$ cat config.mk
export PLATFORM = sky130hd
export DESIGN_NAME = fifo_uart_tx_bridge
export DESIGN_NICKNAME = d
export VERILOG_FILES = /design/src/rtl/fifo_uart_tx_bridge.sv
export SDC_FILE = /design/constraint.sdc
export NUM_CORES = 1
export LEC_CHECK = 0
export ABC_CLOCK_PERIOD_IN_PS = 2400
export BUFFER_PORTS_ARGS = -buffer_cell sky130_fd_sc_hd__buf_4
export CAP_MARGIN = 20
export CORE_UTILIZATION = 45
export CTS_BUF_LIST = sky130_fd_sc_hd__clkbuf_16
export DETAILED_ROUTE_END_ITERATION = 8
export PLACE_DENSITY = 0.65
export SYNTH_ARGS = -nofsm -noshare
export SYNTH_HDL_FRONTEND = slang
export SYNTH_SLANG_ARGS = --single-unit
$ cat constraint.sdc
create_clock -name S_CLK -period 2.4 [get_ports S_CLK]
set_input_delay 0.36 -clock S_CLK [delete_from_list [all_inputs] [get_ports S_CLK]]
set_output_delay 0.36 -clock S_CLK [all_outputs]
set_load 0.1 [all_outputs]
$ cat src/rtl/fifo_uart_tx_bridge.sv
// rtl/fifo_uart_tx_bridge.sv - pops RGB565 words from the pixel FIFO and sends each as two 8N1 UART bytes
//
// Ports:
//   S_CLK        system clock (FIFO read clock is the same clock)
//   RST_N        asynchronous active-low reset
//   r_empty      FIFO empty flag, read side
//   r_data       FIFO read data, valid the cycle after r_req
//   r_req        FIFO read request, one-cycle pulse per word
//   frame_start  one-cycle pulse at the start of a new frame
//   uart_tx      UART serial output, idle high
//   busy         high whenever the bridge is not idle
//   words_sent   words fully transmitted in the current frame (wraps mod 2^17)
//   frame_done   one-cycle pulse when words_sent reaches IMAGE_WORDS
//
// Parameters: BAUD_DIV (S_CLK cycles per bit, 2..65535), IMAGE_WORDS (words per frame).
// Optional macro FRAME_HEADER_EN: frame_start queues a 0x01, 0xFE header ahead of pixel data.

module fifo_uart_tx_bridge #(
  parameter int BAUD_DIV    = 434,
  parameter int IMAGE_WORDS = 76800
) (
  input  logic        S_CLK,
  input  logic        RST_N,
  input  logic        r_empty,
  input  logic [15:0] r_data,
  output logic        r_req,
  input  logic        frame_start,
  output logic        uart_tx,
  output logic        busy,
  output logic [16:0] words_sent,
  output logic        frame_done
);

  localparam logic [15:0] BAUD_LAST = 16'(BAUD_DIV - 1);
  localparam logic [16:0] IMG_WORDS = 17'(IMAGE_WORDS);

  typedef enum logic [2:0] {
    IDLE,
    FETCH,
    LATCH,
    SEND_HI,
    SEND_LO
`ifdef FRAME_HEADER_EN
    , HDR
`endif
  } state_t;

  state_t      state;
  logic [15:0] word;
  logic [15:0] baud_cnt;
  logic [3:0]  bit_cnt;
  logic [7:0]  cur_byte;
  logic        bit_end;
  logic        byte_end;
  logic        word_done;

`ifdef FRAME_HEADER_EN
  logic        header_pending;
  logic        hdr_second;
`endif

  assign bit_end   = (baud_cnt == BAUD_LAST);
  assign byte_end  = bit_end && (bit_cnt == 4'd9);
  assign word_done = (state == SEND_LO) && byte_end;

  always_comb begin
    cur_byte = word[7:0];
    if (state == SEND_HI) cur_byte = word[15:8];
`ifdef FRAME_HEADER_EN
    if (state == HDR) cur_byte = hdr_second ? 8'hFE : 8'h01;
`endif
  end

  // uart_tx is registered: each bit value is loaded on the edge that starts
  // the bit, so the start bit appears on the first cycle of a send state.
  always_ff @(posedge S_CLK or negedge RST_N) begin
    if (!RST_N) begin
      state    <= IDLE;
      r_req    <= 1'b0;
      busy     <= 1'b0;
      uart_tx  <= 1'b1;
      word     <= 16'h0000;
      baud_cnt <= 16'h0000;
      bit_cnt  <= 4'd0;
`ifdef FRAME_HEADER_EN
      hdr_second <= 1'b0;
`endif
    end else begin
      r_req <= 1'b0;
      case (state)
        IDLE: begin
`ifdef FRAME_HEADER_EN
          if (header_pending) begin
            state      <= HDR;
            busy       <= 1'b1;
            uart_tx    <= 1'b0;
            baud_cnt   <= 16'h0000;
            bit_cnt    <= 4'd0;
            hdr_second <= 1'b0;
          end else
`endif
          if (!r_empty) begin
            state <= FETCH;
            busy  <= 1'b1;
            r_req <= 1'b1;
          end
        end
        FETCH: state <= LATCH;
        LATCH: begin
          word     <= r_data;
          state    <= SEND_HI;
          uart_tx  <= 1'b0;
          baud_cnt <= 16'h0000;
          bit_cnt  <= 4'd0;
        end
        default: begin
          if (!bit_end) begin
            baud_cnt <= baud_cnt + 16'd1;
          end else begin
            baud_cnt <= 16'h0000;
            if (bit_cnt != 4'd9) begin
              // bit_cnt 0 is the start bit, so data bit i follows bit_cnt i.
              bit_cnt <= bit_cnt + 4'd1;
              uart_tx <= (bit_cnt == 4'd8) ? 1'b1 : cur_byte[bit_cnt[2:0]];
            end else begin
              bit_cnt <= 4'd0;
              if (state == SEND_HI) begin
                state   <= SEND_LO;
                uart_tx <= 1'b0;
              end
`ifdef FRAME_HEADER_EN
              else if (state == HDR && !hdr_second) begin
                hdr_second <= 1'b1;
                uart_tx    <= 1'b0;
              end
`endif
              else begin
                state   <= IDLE;
                busy    <= 1'b0;
                uart_tx <= 1'b1;
              end
            end
          end
        end
      endcase
    end
  end

  // frame_start clears the count and wins over a simultaneous increment.
  always_ff @(posedge S_CLK or negedge RST_N) begin
    if (!RST_N) begin
      words_sent <= 17'd0;
      frame_done <= 1'b0;
    end else begin
      frame_done <= 1'b0;
      if (frame_start) begin
        words_sent <= 17'd0;
      end else if (word_done) begin
        words_sent <= words_sent + 17'd1;
        frame_done <= ((words_sent + 17'd1) == IMG_WORDS);
      end
    end
  end

`ifdef FRAME_HEADER_EN
  // Set wins over the clear that happens on HDR entry.
  always_ff @(posedge S_CLK or negedge RST_N) begin
    if (!RST_N) begin
      header_pending <= 1'b0;
    end else if (frame_start) begin
      header_pending <= 1'b1;
    end else if (state == IDLE) begin
      header_pending <= 1'b0;
    end
  end
`endif

endmodule

==> results.py, run 1 <==
metrics = {
    "timing": {
        "rsz0062_at_grt": "false",
        "worstMarginPinSlew_ns": 0.751,
        "fmax_mhz": 452,
        "report.final.setup_viol": 0,
        "slew_headroom": 0.499,
        "tns_ns": 0,
        "skew_ns": 0.00723,
        "timing.final.crit_share": 0.923,
        "finalMaxSlewViolations": 0,
        "period_needed_ns": 2.21,
        "hold_violations": 0,
    },
    "cts": {
        "clkTransAtPathRegs_ns": 0.05,
        "cts_buffers": 9,
        "root_buffer": "clkbuf_16",
        "htree_levels": 3,
        "cts.sinks": 60,
        "postCtsSetupBuffers": 0,
        "cts_tree": "built",
        "ctsLongestPathBuffers": 2,
        "clock_latency_ns": 0.33,
    },
    "drt": {
        "routed_wirelength_um": 6660,
        "ant_nets": 0,
        "viasPerCell": 5.41,
        "via_count": 2584,
        "drt-pass1-iter-count": 4,
        "remaining_drc_errors": 0,
        "post_drt_wl_per_cell_um": 13.9,
        "drt_iter0_drc": 171,
    },
    "critical_path": {
        "required_ns": 2.65,
        "startpoint": "baud_cnt[13]",
        "path_class": "reg -> reg",
        "critPathCapture": "words_sent[15]",
        "cp_max_fo": 8,
        "critPathBufInv": 0,
        "path_depth": 5,
        "critPathArrivalTime_ns": 2.47,
        "critPathLaunchType": "register",
        "max_stage_delay_ns": 0.60,
        "cp_top_family": "simple AND/OR/NAND/NOR gates",
        "slowest_stage": "or4b_4",
        "reg2reg_from": "baud_cnt[13]",
        "reg2reg_slack_ns": 0.19,
        "r2r_cells": 5,
        "critPathCaptureType": "register",
        "rr_endpoint": "words_sent[15]",
        "path_cells": "nor4_1 > nand4_1 > or4b_4 > or4_1 > a21oi_1",
    },
    "die": {
        "dieArea_sq_mm": 0.00732,
        "row_count": 30,
        "io_pins": 41,
        "core-area_sq_mm": 0.00676,
        "start_util": 0.465,
        "die_x_um": 85.5,
        "die_y_um": 85.5,
    },
    "finish": {
        "layout.nets": 416,
        "final_cell_mix": "70 x nand2_1, 51 x dfrtp_1, 49 x buf_4",
        "area_growth_pct": 22.7,
        "multi_input_area_sq_mm": 0.00157,
        "fin_area_sq_mm": 0.00385,
        "fill_cells": 590,
        "final_cells": 478,
        "post_route_cells_drive_above_1_share": 0.221,
        "final-seq-area_sq_mm": 0.00151,
        "fin_util": 0.570,
        "final_common_cell": "nand2_1",
        "antenna_cells": 0,
    },
    "pwr": {
        "vdd_drop_max_mv": 0.448,
        "p_leak_nw": 1.71,
        "power_w": 0.00281,
        "power_density_mw_per_mm2": 729,
    },
    "placement": {
        "placed_cell_area_sq_mm": 0.00356,
        "portBuffers": 40,
        "dp.cells": 462,
        "dpl.hpwl_um": 4630,
        "place_congestion": 0.784,
    },
    "global_routing": {
        "track_usage": 0.202,
        "grt_pass1_vias": 2434,
        "grt_max_degree": 61,
        "antenna_found_initial": 0,
        "grt_pass1_wl_um": 11400,
        "gr-total-overflow": 0,
    },
    "logic_synthesis": {
        "synth-edff-count": 0,
        "synth-main-ff-cell": "dfrtp_1",
        "synth.distinct_cells": 51,
        "synth_nets": 371,
        "yosysSeqAreaShare": 0.478,
        "yosys_warnings": 0,
        "syn-cell-area_sq_mm": 0.00314,
        "synthCells": 348,
        "ys_ff_latch": 60,
        "async_flop_share": 1.00,
        "postSynthAreaPerCell_sq_um": 9.02,
    },
    "worst_hold_path": {
        "min_path_type": "in -> async",
    },
    "status": {
        "status": "finished clean",
    },
    "job": {
        "drv_cap": 0,
    },
}
-- state kept, by name (all words and copies together) (netlist names) --
name	count
frame_done	1
words_sent	17
word	16
r_req	1
bit_cnt	4
state	3
busy	1
uart_tx	1
baud_cnt	16
-- routing by layer --
layer / track usage / wire [um] / up-vias
li1: - / - / 1299
met1: 0.273 / 3260 / 1230
met2: 0.316 / 3080 / 45
met3: 0.0346 / 183 / 10
met4: 0.100 / 137 / 0
met5: 0 / 0 / -
-- cells in the mapped netlist (all sizes together) (2+ instances only) --
master  instances  area, sq um
a21o            2         15.0
a21oi          12         60.1
and2            3         18.8
and3            7         45.1
and4            4         36.3
buf             2         8.75
clkbuf         13         48.8
dfrtp          59         1480
ha              3         37.5
inv             6         22.5
mux2            2         22.5
mux2i           2         20.0
mux4            4         90.1
nand2          70          263
nand2b          4         25.0
nand3           8         40.0
nand4          11         68.8
nor2           39          146
nor2b           4         25.0
nor3           13         65.1
nor3b           3         22.5
nor4            8         50.1
o21ai          16         80.1
o31ai           5         37.5
or2             2         12.5
or3             5         33.8
xnor2          17          149
xor2            7         61.3
-- kinds of logic (layout without fill, tap and decap cells) --
| family | after synthesis | in the layout | share of synthesized area |
|---|---|---|---|
| AOI/OAI and AO/OA | 45 | 45 | 0.0861 |
| xor gates and xnor gates | 24 | 24 | 0.0669 |
| adders and majority gates | 3 | 3 | 0.0120 |
| buffers and inverters | 21 | 71 | 0.0255 |
| DFF | 60 | 60 | 0.478 |
| muxes | 8 | 8 | 0.0422 |
| and+or+nand+nor | 187 | 187 | 0.289 |
-- per-stage QoR --
step                hold slack (ns)  worst slack, ns
CTS                           0.140           0.0803
floorplan                    0.0644          0.00794
global route                  0.192           0.0213
finish                       0.0979            0.186
global placement              0.454            0.176
detailed placement            0.459           0.0917
-- worst min-delay path by stage --
stage	to	cells past startpoint	slack [ns]
2_1_floorplan	baud_cnt[0]	0	0.06
3_3_place_gp	word[1]	2	0.45
3_5_place_dp	word[14]	2	0.46
4_1_cts	words_sent[16]	1	0.14
5_1_grt	words_sent[12]	1	0.19
6_report	words_sent[16]	1	0.1
-- timing repair --
action	CTS	global route
endpoints found under the setup margin	0	1
gates resized for setup	0	2
hold buffers	0	0
-- cell type report --
cell class / count / share of cell area
clock inverters: 7 / 0.0153
clock buffers: 9 / 0.0584
inverters: 6 / 0.00584
multi-input cells: 267 / 0.406
well taps: 80 / 0.0260
flip-flops and latches: 60 / 0.393
repair buffers: 49 / 0.0955
-- report_power, final --
| group | leakage [nW] | internal [W] | switching (W) | total (W) |
|---|---|---|---|---|
| combinational | 0.806 | 0.000166 | 0.000188 | 0.000354 |
| clock | 0.150 | 0.000789 | 0.000443 | 0.00123 |
| sequential | 0.758 | 0.00113 | 0.0000960 | 0.00122 |
| total | 1.71 | 0.00208 | 0.000728 | 0.00281 |
Note: power is estimated with default switching activity, not from simulation.
==> inputs of run 2 (changes only) <==
- ABC_AREA: unset -> 1
- PLACE_DENSITY: 0.65 -> 0.64
==> run 2 against run 1 <==
Net effect: clock-buffer cell count unchanged; die area rose by 11%; hold slack improved by 0.023 ns; largest cell class unchanged; largest power group unchanged.
==> results.py, run 2 <==
metrics = {
    "critical_path": {
        "required_ns": 2.64,
        "critPathCaptureType": "register",
        "startpoint": "bit_cnt[0]",
        "reg2reg_from": "bit_cnt[0]",
        "rr_endpoint": "words_sent[15]",
        "reg2reg_slack_ns": 0.58,
        "cp_max_fo": 11,
        "critPathCapture": "words_sent[15]",
        "path_class": "reg -> reg",
        "critPathLaunchType": "register",
        "critPathArrivalTime_ns": 2.07,
        "r2r_cells": 8,
    },
    "finish": {
        "final_cell_mix": "169 x nand2_1, 59 x dfrtp_1, 46 x nor2_1",
        "fin_area_sq_mm": 0.00421,
        "antenna_cells": 0,
        "final_common_cell": "nand2_1",
        "fin_util": 0.571,
        "layout.nets": 551,
        "reg.largest.list": "words_sent x17, baud_cnt x16, word x16",
        "largest_reg_flops": 17,
        "post_route_cells_drive_above_1_share": 0.171,
        "area_growth_pct": 20.6,
        "top_register": "words_sent",
    },
    "logic_synthesis": {
        "postSynthAreaPerCell_sq_um": 7.26,
        "synth-main-ff-cell": "dfrtp_1",
        "synth.distinct_cells": 34,
        "synthTopCellsByArea": "dfrtp_1 42%, nand2_1 18%, nand3_1 5.7%",
        "async_flop_share": 1.00,
        "synth-edff-count": 0,
        "yosysMostFrequentCell": "nand2_1",
        "synth_nets": 504,
        "yosysSeqAreaShare": 0.430,
        "syn-cell-area_sq_mm": 0.00349,
        "synth_commonest_cells": "169 x nand2_1, 59 x dfrtp_1, 46 x nor2_1, 40 x nand3_1, 36 x inv_1",
        "synthCells": 481,
        "synth_top_area_share": 0.423,
        "ys_ff_latch": 60,
        "yosys_warnings": 0,
        "yosysTopAreaCell": "dfrtp_1",
    },
    "timing": {
        "period_needed_ns": 1.82,
        "tns_ns": 0,
        "rsz0062_at_grt": "false",
        "worstMarginPinSlew_ns": 0.752,
        "finalMaxSlewViolations": 0,
        "slew_headroom": 0.498,
        "report.final.setup_viol": 0,
        "timing.final.crit_share": 0.759,
        "fmax_mhz": 549,
        "hold_violations": 0,
        "skew_ns": 0.00788,
    },
    "die": {
        "die_x_um": 90.1,
        "io_pins": 41,
        "core-area_sq_mm": 0.00737,
        "start_util": 0.474,
        "row_count": 31,
        "dieArea_sq_mm": 0.00812,
        "die_y_um": 90.1,
    },
    "global_routing": {
        "grt_pass1_wl_um": 15000,
        "grt_max_degree": 61,
        "track_usage": 0.231,
        "antenna_found_initial": 0,
        "grt_pass1_vias": 3136,
        "gr-total-overflow": 0,
    },
    "placement": {
        "dpl.hpwl_um": 6360,
        "portBuffers": 40,
        "place_congestion": 0.877,
        "placed_cell_area_sq_mm": 0.00390,
    },
    "status": {
        "status": "finished clean",
    },
    "cts": {
        "postCtsSetupBuffers": 0,
        "cts_tree": "built",
        "ctsLongestPathBuffers": 2,
        "htree_levels": 3,
        "clkTransAtPathRegs_ns": 0.06,
        "post_cts_resized": 0,
        "root_buffer": "clkbuf_16",
        "clock_latency_ns": 0.32,
        "cts_buffers": 9,
        "ctsHoldBuffers": 0,
        "cts.sinks": 60,
    },
    "drt": {
        "viasPerCell": 5.18,
        "ant_nets": 0,
        "routed_wirelength_um": 8620,
        "post_drt_wl_per_cell_um": 13.6,
        "via_count": 3272,
        "drt-pass1-iter-count": 4,
        "drt_iter0_drc": 174,
        "remaining_drc_errors": 0,
    },
    "pwr": {
        "power_frac_comb": 0.028,
        "vdd_drop_max_mv": 0.423,
        "power_density_mw_per_mm2": 578,
        "internal_power_w": 0.00195,
        "switching_power_w": 0.000487,
        "p_leak_nw": 2.04,
        "p_seq_frac": 0.425,
        "p_sw_frac": 0.200,
        "p_clk_frac": 0.547,
    },
    "worst_hold_path": {
        "min_path_type": "in -> async",
    },
    "job": {
        "drv_cap": 0,
    },
}
## run 2: changes by cell type after synthesis, moves of 6 or more
cell / delta
nand4_1: +9
clkbuf_1: -11
xnor2_1: -17
nor2_2: +6
inv_2: +6
o21ai_1: +7
nand3_1: +32
and3_1: -6
nand2_1: +99
nor2_1: +7
inv_1: +30
nor4_1: -8
## run 2: logic make-up (layout without fill, tap and decap cells)
family                   count (synthesis)  in the layout  synth area share
XOR/XNOR                                 5              5            0.0125
buffers and inverters                   51            103            0.0591
flip-flops                              60             60             0.430
AND/OR/NAND/NOR                        316            316             0.417
adder cells (fa/ha/maj)                  3              3            0.0107
AO/OA/AOI/OAI                           46             46            0.0702
## run 2: critical path: stages, from the launching register on
cell,delay [ns]
dfrtp_1,0.43
inv_2,0.08
nor2_4,0.14
nand3_4,0.11
nor3_2,0.11
nand3_1,0.11
nor2_2,0.47
o21ai_0,0.17
o21ai_0,0.10
## run 2: final cells by class
| cell class | count | area, sq um |
|---|---|---|
| Inverter | 43 | 164 |
| Tap cell | 99 | 124 |
| Clock inverter | 7 | 82.6 |
| Clock buffer | 9 | 225 |
| Fill cell | 732 | 3160 |
| Sequential cell | 60 | 1500 |
| Multi-Input combinational cell | 370 | 1780 |
| Timing Repair Buffer | 44 | 330 |
## run 2: metrics by stage
stage | hold slack, ns | total power (W) | worst slack [ns] | std cells
after floorplan | 0.0644 | 0.00107 | 0.160 | 481
after global routing | 0.190 | 0.00251 | 0.433 | 632
after CTS | 0.150 | 0.00246 | 0.595 | 632
final | 0.121 | 0.00244 | 0.578 | 632
after global placement | 0.459 | 0.00112 | 0.654 | 616
after detailed placement | 0.464 | 0.00112 | 0.603 | 616
## run 2: power by group through the flow
stage,Sequential [W],Combinational [W],Clock [W]
2_1_floorplan,0.00105,0.0000196,0
3_3_place_gp,0.00105,0.0000698,0
3_5_place_dp,0.00105,0.0000710,0
4_1_cts,0.00103,0.0000714,0.00136
5_1_grt,0.00104,0.0000798,0.00140
6_report,0.00104,0.0000688,0.00133
## run 2: per-layer routing
layer | track usage | part of all wire
met5 | 0 | 0
met1 | 0.331 | 0.50
met2 | 0.349 | 0.45
met3 | 0.0347 | 0.039
met4 | 0.0954 | 0.017
## run 2: how the worst min path moves through the flow
stage | startpoint | end | slack (ns) | cells past startpoint
6_report | RST_N | baud_cnt[6] | 0.12 | 1
5_1_grt | RST_N | baud_cnt[14] | 0.19 | 1
4_1_cts | RST_N | baud_cnt[6] | 0.15 | 1
3_5_place_dp | uart_tx | uart_tx | 0.46 | 2
3_3_place_gp | word[9] | word[9] | 0.46 | 2
2_1_floorplan | RST_N | baud_cnt[0] | 0.06 | 0
==> inputs of run 3 (changes only) <==
- ABC_CLOCK_PERIOD_IN_PS: 2400 -> 1700
- clock period: 2.4 -> 1.7 ns (I/O delays scaled with it)
==> run 3 against run 2 <==
Net effect: total power grew 35%; largest power group unchanged; cell count grew 2.4%; critical endpoint is now frame_done; routed wire length grew 4.1%; setup slack lost 0.50 ns; largest cell class unchanged; clock-buffer cell count is the same.
==> results.py, run 3 (synthesized netlist as in run 2, its figures left out) <==
metrics = {
    "status": {
        "status": "finished clean",
    },
    "placement": {
        "dp.cells": 627,
        "place_congestion": 0.869,
        "dpl.hpwl_um": 6550,
        "portBuffers": 40,
    },
    "timing": {
        "slew_headroom": 0.708,
        "timing.hold.ws_ns": 0.127,
        "skew_ns": 0.0103,
        "finalMaxSlewViolations": 0,
        "tns_ns": 0,
        "worstMarginPinSlew_ns": 0.438,
        "hold_violations": 0,
        "fmax_mhz": 616,
        "report.final.setup_viol": 0,
        "timing.final.crit_share": 0.955,
        "period_needed_ns": 1.62,
    },
    "global_routing": {
        "track_usage": 0.232,
        "grt_pass1_vias": 3216,
        "antenna_found_initial": 0,
        "grt_max_degree": 32,
        "gr-total-overflow": 0,
        "grt_pass1_wl_um": 15200,
    },
    "drt": {
        "post_drt_wl_per_cell_um": 13.9,
        "drt-pass1-iter-count": 5,
        "viasPerCell": 5.24,
        "via_count": 3391,
        "ant_nets": 0,
        "routed_wirelength_um": 8970,
        "remaining_drc_errors": 0,
        "drt_iter0_drc": 180,
    },
    "die": {
        "row_count": 31,
        "die_x_um": 90.1,
        "start_util": 0.474,
        "core-area_sq_mm": 0.00737,
        "die_y_um": 90.1,
        "io_pins": 41,
        "dieArea_sq_mm": 0.00812,
    },
    "cts": {
        "root_buffer": "clkbuf_16",
        "cts_buffers": 9,
        "cts_tree": "built",
        "cts.sinks": 60,
        "htree_levels": 3,
        "clkTransAtPathRegs_ns": 0.05,
        "clock_latency_ns": 0.33,
        "ctsLongestPathBuffers": 2,
    },
    "job": {
        "drv_cap": 0,
    },
    "worst_hold_path": {
        "min_path_type": "in -> reg",
    },
    "critical_path": {
        "critPathLaunchType": "register",
        "max_stage_delay_ns": 0.51,
        "critPathCaptureType": "register",
        "critPathArrivalTime_ns": 1.88,
        "path_class": "reg -> reg",
        "reg2reg_slack_ns": 0.08,
        "cp_max_fo": 7,
        "required_ns": 1.96,
        "critPathBufInv": 0,
        "cp_top_family": "simple AND/OR/NAND/NOR gates",
        "slowest_stage": "dfrtp_4",
        "path_cells": "ha_4 > nand2_4 > nor2_4 > nand2_1 > nand3_1 > nor2_2 > nand3_1 > nor2_2 > nand2_1 > nor2_1",
    },
    "finish": {
        "antenna_cells": 0,
        "largest_reg_flops": 17,
        "area_growth_pct": 28.4,
        "reg.largest.list": "words_sent x17, baud_cnt x16, word x16",
        "final_common_cell": "nand2_1",
        "top_register": "words_sent",
        "final_cell_mix": "167 x nand2_1, 54 x buf_4, 42 x dfrtp_1",
        "fin_util": 0.609,
        "post_route_cells_drive_above_1_share": 0.246,
        "layout.nets": 566,
        "final_cells": 647,
    },
    "pwr": {
        "vdd_drop_max_mv": 0.523,
        "p_leak_nw": 2.11,
        "power_density_mw_per_mm2": 733,
    },
}
-- run 3: layer usage --
metal / share of wire / global-route usage
met1: 0.48 / 0.327
met2: 0.46 / 0.364
met3: 0.043 / 0.0321
met4: 0.017 / 0.0847
met5: 0 / 0
-- run 3: worst paths after layout --
check                      cells past startpoint     startpoint          end
min in group asynchronous                      2          RST_N  baud_cnt[6]
max                                           10  words_sent[1]   frame_done
max reg2reg                                   10  words_sent[1]   frame_done
min reg2reg                                    2        uart_tx      uart_tx
max in group asynchronous                      3          RST_N      uart_tx
min                                            3      r_data[9]      word[9]
-- run 3: worst min-delay path, stage by stage --
cell     delay, ns
buf_4         0.08
nand2_1       0.04
nand2_1       0.05
-- run 3: through the flow --
stage | setup slack [ns] | cell area (sq um) | total power (W)
CTS | 0.0127 | 4400 | 0.00330
floorplan | 0.000871 | 3560 | 0.00151
finish | 0.0770 | 4490 | 0.00329
global route | -0.0232 | 4490 | 0.00339
detailed placement | 0.0165 | 4090 | 0.00160
global placement | 0.0671 | 4090 | 0.00159
-- run 3: timing repair --
action | 4_1_cts | 5_1_grt
gates cloned | 0 | 0
resized for setup | 0 | 20
hold buffers | 1 | 0
buffers inserted | 1 | 2
endpoints found under the hold margin | 30 | 0
setup endpoints to repair | 1 | 20
pin swaps | 2 | 5
-- run 3: area by class of cell --
type                    instances  area (sq um)
flip-flops and latches         60          1540
multi-input cells             370          1880
clock buffers                   9           225
well taps                      99           124
clock inverters                 7          52.6
repair buffers                 59           495
inverters                      43           166
fillers                       686          2880
-- run 3: power by group --
| part | leakage [nW] | internal [W] | switching (W) |
|---|---|---|---|
| clock | 0.146 | 0.00110 | 0.000616 |
| combinational | 1.22 | 0.0000497 | 0.0000595 |
| sequential | 0.743 | 0.00145 | 0.0000122 |
| total | 2.11 | 0.00260 | 0.000687 |
